===== config.mk =====
export PLATFORM = sky130hd
export DESIGN_NAME = sticker_sampler
export DESIGN_NICKNAME = d
export VERILOG_FILES = /design/src/rtl/sticker_sampler.sv
export SDC_FILE = /design/constraint.sdc
export NUM_CORES = 2
export LEC_CHECK = 0
export BUFFER_PORTS_ARGS = -buffer_cell sky130_fd_sc_hd__buf_2
export CORE_MARGIN = 2
export CORE_UTILIZATION = 60
export DETAILED_ROUTE_END_ITERATION = 10
export GPL_ROUTABILITY_DRIVEN = 0
export PLACE_DENSITY_LB_ADDON = 0.15
export SYNTH_ARGS = -nofsm -noshare
export SYNTH_HDL_FRONTEND = slang
export SYNTH_SLANG_ARGS = --single-unit

===== constraint.sdc =====
create_clock -name Clk -period 37.9 [get_ports Clk]
set_input_delay 7.58 -clock Clk [delete_from_list [all_inputs] [get_ports Clk]]
set_output_delay 7.58 -clock Clk [all_outputs]
set_load 0.005 [all_outputs]

===== src/rtl/sticker_sampler.sv =====
// Samples the live CCD raster at nine sticker centres: accumulates a square
// window around each centre over one frame and presents the averaged RGB triples.
module sticker_sampler #(
    parameter int unsigned WIN_LOG2 = 2,
    parameter int unsigned PIX_W    = 10
) (
    input  logic                 Clk,
    input  logic                 Reset,
    input  logic                 start,
    input  logic [98:0]          CentersX,
    input  logic [98:0]          CentersY,
    input  logic [10:0]          iX,
    input  logic [10:0]          iY,
    input  logic [PIX_W-1:0]     iR,
    input  logic [PIX_W-1:0]     iG,
    input  logic [PIX_W-1:0]     iB,
    input  logic                 iDVAL,
    input  logic                 iFrameStart,
    output logic [9*PIX_W-1:0]   oR,
    output logic [9*PIX_W-1:0]   oG,
    output logic [9*PIX_W-1:0]   oB,
    output logic                 busy,
    output logic                 done,
    output logic                 partial
);

    localparam int unsigned NB    = 9;
    localparam int unsigned CW    = 11;
    localparam int unsigned WIN   = 2 ** WIN_LOG2;
    localparam int unsigned HALF  = WIN / 2;
    localparam int unsigned NSAMP = WIN * WIN;
    localparam int unsigned SUM_W = PIX_W + 2 * WIN_LOG2;
    localparam int unsigned CNT_W = 2 * WIN_LOG2 + 1;

    typedef enum logic [2:0] {IDLE, ARM, ACCUM, FINISH, DONE} state_t;

    state_t             state;
    logic [CW-1:0]      cx [NB];
    logic [CW-1:0]      cy [NB];
    logic [SUM_W-1:0]   sum_r [NB];
    logic [SUM_W-1:0]   sum_g [NB];
    logic [SUM_W-1:0]   sum_b [NB];
    logic [CNT_W-1:0]   cnt [NB];
    logic               eof;

    logic [CW:0]        wx_c [NB];
    logic [CW:0]        wy_c [NB];
    logic [NB-1:0]      hit_c;
    logic [NB-1:0]      full_c;
    logic               acc_en_c;

    // Window membership of the current pixel; one extra bit keeps WX+3 from wrapping.
    always_comb begin
        hit_c    = '0;
        full_c   = '0;
        acc_en_c = iDVAL && ((state == ARM && iFrameStart) ||
                             (state == ACCUM && !iFrameStart && !eof));
        for (int k = 0; k < NB; k++) begin
            wx_c[k]   = (cx[k] < CW'(HALF)) ? '0 : {1'b0, cx[k] - CW'(HALF)};
            wy_c[k]   = (cy[k] < CW'(HALF)) ? '0 : {1'b0, cy[k] - CW'(HALF)};
            hit_c[k]  = ({1'b0, iX} >= wx_c[k]) && ({1'b0, iX} <= wx_c[k] + (CW+1)'(WIN - 1)) &&
                        ({1'b0, iY} >= wy_c[k]) && ({1'b0, iY} <= wy_c[k] + (CW+1)'(WIN - 1));
            full_c[k] = (cnt[k] == CNT_W'(NSAMP));
        end
    end

    always_ff @(posedge Clk or posedge Reset) begin
        if (Reset) begin
            state   <= IDLE;
            eof     <= 1'b0;
            busy    <= 1'b0;
            done    <= 1'b0;
            partial <= 1'b0;
            oR      <= '0;
            oG      <= '0;
            oB      <= '0;
            for (int k = 0; k < NB; k++) begin
                cx[k]    <= '0;
                cy[k]    <= '0;
                sum_r[k] <= '0;
                sum_g[k] <= '0;
                sum_b[k] <= '0;
                cnt[k]   <= '0;
            end
        end else begin
            case (state)
                IDLE, DONE: begin
                    if (start) begin
                        for (int k = 0; k < NB; k++) begin
                            cx[k]    <= CentersX[k*CW +: CW];
                            cy[k]    <= CentersY[k*CW +: CW];
                            sum_r[k] <= '0;
                            sum_g[k] <= '0;
                            sum_b[k] <= '0;
                            cnt[k]   <= '0;
                        end
                        eof     <= 1'b0;
                        done    <= 1'b0;
                        partial <= 1'b0;
                        busy    <= 1'b1;
                        state   <= ARM;
                    end
                end
                ARM: begin
                    if (iFrameStart) state <= ACCUM;
                end
                ACCUM: begin
                    // The frame-end pulse is only recorded here, so both exits share FINISH timing.
                    if ((&full_c) || eof) state <= FINISH;
                    else if (iFrameStart) eof <= 1'b1;
                end
                FINISH: begin
                    for (int k = 0; k < NB; k++) begin
                        oR[k*PIX_W +: PIX_W] <= PIX_W'(sum_r[k] >> (2 * WIN_LOG2));
                        oG[k*PIX_W +: PIX_W] <= PIX_W'(sum_g[k] >> (2 * WIN_LOG2));
                        oB[k*PIX_W +: PIX_W] <= PIX_W'(sum_b[k] >> (2 * WIN_LOG2));
                    end
                    partial <= ~(&full_c);
                    done    <= 1'b1;
                    busy    <= 1'b0;
                    state   <= DONE;
                end
                default: state <= IDLE;
            endcase

            for (int k = 0; k < NB; k++) begin
                if (acc_en_c && hit_c[k] && !full_c[k]) begin
                    sum_r[k] <= sum_r[k] + SUM_W'(iR);
                    sum_g[k] <= sum_g[k] + SUM_W'(iG);
                    sum_b[k] <= sum_b[k] + SUM_W'(iB);
                    cnt[k]   <= cnt[k] + CNT_W'(1);
                end
            end
        end
    end

endmodule

==> results.py <==
metrics = {
    "floorplanning": {
        "die-area_sq_um": 106000,
        "initial_utilization_pct": 60.3,
        "rows": 118,
        "coreArea_sq_um": 103000,
        "die_h_um": 326,
        "die_w_um": 326,
        "ios": 528,
    },
    "clocking": {
        "cts.clk_slew.worst_paths_ns": 0.06,
        "numCtsBuffers": 102,
        "cts_tree": "yes",
        "root_buffer": "clkbuf_16",
        "clkSinkCount": 898,
        "cts_max_level": 3,
        "postCtsHoldBufs": 0,
        "postCtsSetupBuffers": 0,
        "ctsResizeCount": 0,
        "clock_path_buffers": 3,
        "clkLatencyLatePin_ns": 0.72,
    },
    "outcome": {
        "status": "finished clean",
    },
    "routing": {
        "routedWlPerCell_um": 19.8,
        "drt_wl_total_mm": 173,
        "dr.pass1.iters": 5,
        "detail-route-antenna-nets": 0,
        "drt_iter0_markers": 3660,
        "vias_per_cell": 6.02,
        "vias": 52517,
        "drc": 0,
    },
    "sta": {
        "finalHoldViolCount": 0,
        "setup_viol": 0,
        "finalSetupTns_ns": 0,
        "worst_slack_ns": 26.95,
        "relSlewSlack_pct": 26.2,
        "max_freq_ghz": 0.0913,
        "min_period_ns": 10.95,
        "rsz0062_at_grt": "false",
        "worst_slew_pin_slew_ns": 1.10,
        "fin_skew_ns": 0.0477,
        "drv_slew": 0,
        "fin_crit_sh_pct": 28.9,
    },
    "global_route": {
        "grt_pass1_vias": 50994,
        "grt_max_degree": 170,
        "grt_pass1_wl_mm": 275,
        "grt_usage_pct": 32.1,
        "grt_antenna_before_repair": 4,
        "gr-total-overflow": 0,
    },
    "cells_and_area": {
        "stdcell_area_sq_um": 69600,
        "final_cell_mix": "nand2_1, dfrtp_1, ha_1",
        "fin_nets": 8269,
        "drive_gt1_share_pct": 14.8,
        "area_growth_pct": 11.9,
        "final_common_cell": "nand2_1",
        "final_cell_count_no_fill": 8729,
    },
    "pwr": {
        "power.density_nw_per_um2": 68.9,
        "power.leakage_nw": 34.5,
        "ir_worst_vdd_uv": 44.0,
        "total_power_mw": 4.80,
    },
    "synth": {
        "ys.flop_type": "dfrtp_1",
        "synth-edff-count": 0,
        "ys_ff_latch": 898,
        "netlist.area_leader.share_pct": 36.1,
        "synth.cell_area_sq_um": 62200,
        "yosys.cell_types.count": 84,
        "synth.avg_cell_area_sq_um": 9.08,
        "synth_fp_nets": 7852,
        "seq_area_frac_synth_pct": 36.1,
        "synthCells": 6850,
        "synthArstFlopShare_pct": 100,
        "synth_top_cell_by_area": "dfrtp_1",
        "synth_area_leaders": "dfrtp_1, ha_1, nand2_1",
        "ys_warn_count": 0,
    },
    "critical_path": {
        "crit_path_frequent_cell": "o21ai_0",
        "path_depth": 11,
        "crit_slowest_cell": "a2111o_1",
        "required_ns": 38.53,
        "path_max_fanout": 61,
        "reg2regPathDepth": 22,
        "max_stage_delay_ns": 0.66,
        "path_cells": "buf_2, ha_1, a2111oi_0, o21ai_0, o21ai_0, a31oi_1, a2111o_1, nor2_4, buf_4, mux2_2, mux2i_1",
        "path_class": "in -> reg",
        "critPathBufInv": 2,
        "cp.arrival_ns": 11.58,
        "cp_top_family": "compound AO/OA/AOI/OAI gates",
        "critPathLaunchType": "input port",
        "cp-end-kind": "flip-flop",
    },
    "place": {
        "dpl_cell_area_sq_um": 66000,
        "dpl_worst_slack_ns": 26.31,
        "dpl.cell_count": 8543,
        "portBuffers": 527,
        "post-dp-hpwl_mm": 121,
    },
    "run": {
        "max-cap-violations": 0,
    },
    "min_path": {
        "min_path_cells": 2,
        "holdCritPathClass": "reg -> reg",
    },
}
[stage by stage]
stage                     utilization [%]  hold slack [ns]
after detailed placement             63.9            0.466
after global placement               63.9            0.457
final                                67.4            0.474
after global routing                 67.4            0.508
after floorplan                         -            0.441
after CTS                            67.4            0.481
[cell type report]
| cell class | count | area, sq um |
|---|---|---|
| multi-input cells | 5453 | 37900 |
| well taps | 1380 | 1730 |
| clock buffers | 145 | 2900 |
| repair buffers | 561 | 2930 |
| diodes | 1 | 2.50 |
| flip-flops and latches | 898 | 22500 |
| inverters | 251 | 950 |
| fillers | 8336 | 33600 |
| clock inverters | 40 | 726 |
[kinds of logic after synthesis]
group,synth area share (%)
AND/OR/NAND/NOR,18.1
AO/OA/AOI/OAI,15.4
flip-flops,36.1
adder cells (fa/ha/maj),15.3
buffers and inverters,3.04
XOR/XNOR,6.00
multiplexers,6.02
[metal layers]
layer	track usage, %	wire length [um]	up-vias
li1	-	-	25352
met1	41.8	74000	25483
met2	53.9	81800	1342
met3	4.87	10100	336
met4	12.7	7350	4
met5	0	21	-
[flip-flops by register name, summed over array words and instances (netlist names)]
name,cells
sum_g,126
sum_r,126
oB,90
state,3
eof,1
sum_b,126
oG,90
oR,90
partial,1
busy,1
cx,99
cy,99
done,1
cnt,45
[worst min-delay path, cell delays in order (launching register included)]
cell and delay, ns:
dfrtp_1 0.33, nand2_1 0.05, nand2_1 0.06
[cells in the mapped netlist (40+ instances only)]
master / number
nand2_1: 956
dfrtp_1: 898
ha_1: 720
o21ai_0: 656
nand3_1: 394
a21oi_1: 310
nor2_1: 307
mux2_2: 276
inv_1: 251
xnor2_1: 227
clkbuf_1: 199
xor2_1: 199
nor3_1: 169
a21o_1: 108
o21a_1: 91
nand2b_1: 79
nor2b_1: 66
mux2i_1: 62
or3_1: 62
a211oi_1: 57
o31ai_1: 51
or2_2: 49
nor4_1: 45
nand4_1: 42
o21bai_1: 40
[path summary, 6_finish.rpt]
path / startpoint / endpoint / slack, ns
min in group asynchronous: Reset / oB[13] / 7.03
min: busy / busy / 0.47
max reg2reg: cx[56] / cnt[27] / 31.45
min reg2reg: busy / busy / 0.47
max: iX[8] / cnt[27] / 26.95
max in group asynchronous: Reset / oR[67] / 27.41
[report_power, final]
group	switching, mW	leakage, nW	total (mW)	internal (mW)
logic	1.38	20.6	2.37	0.993
clock network	0.431	1.77	1.07	0.642
registers	0.219	12.2	1.36	1.14
total	2.03	34.5	4.80	2.77
(Power assumes the default switching activity.)
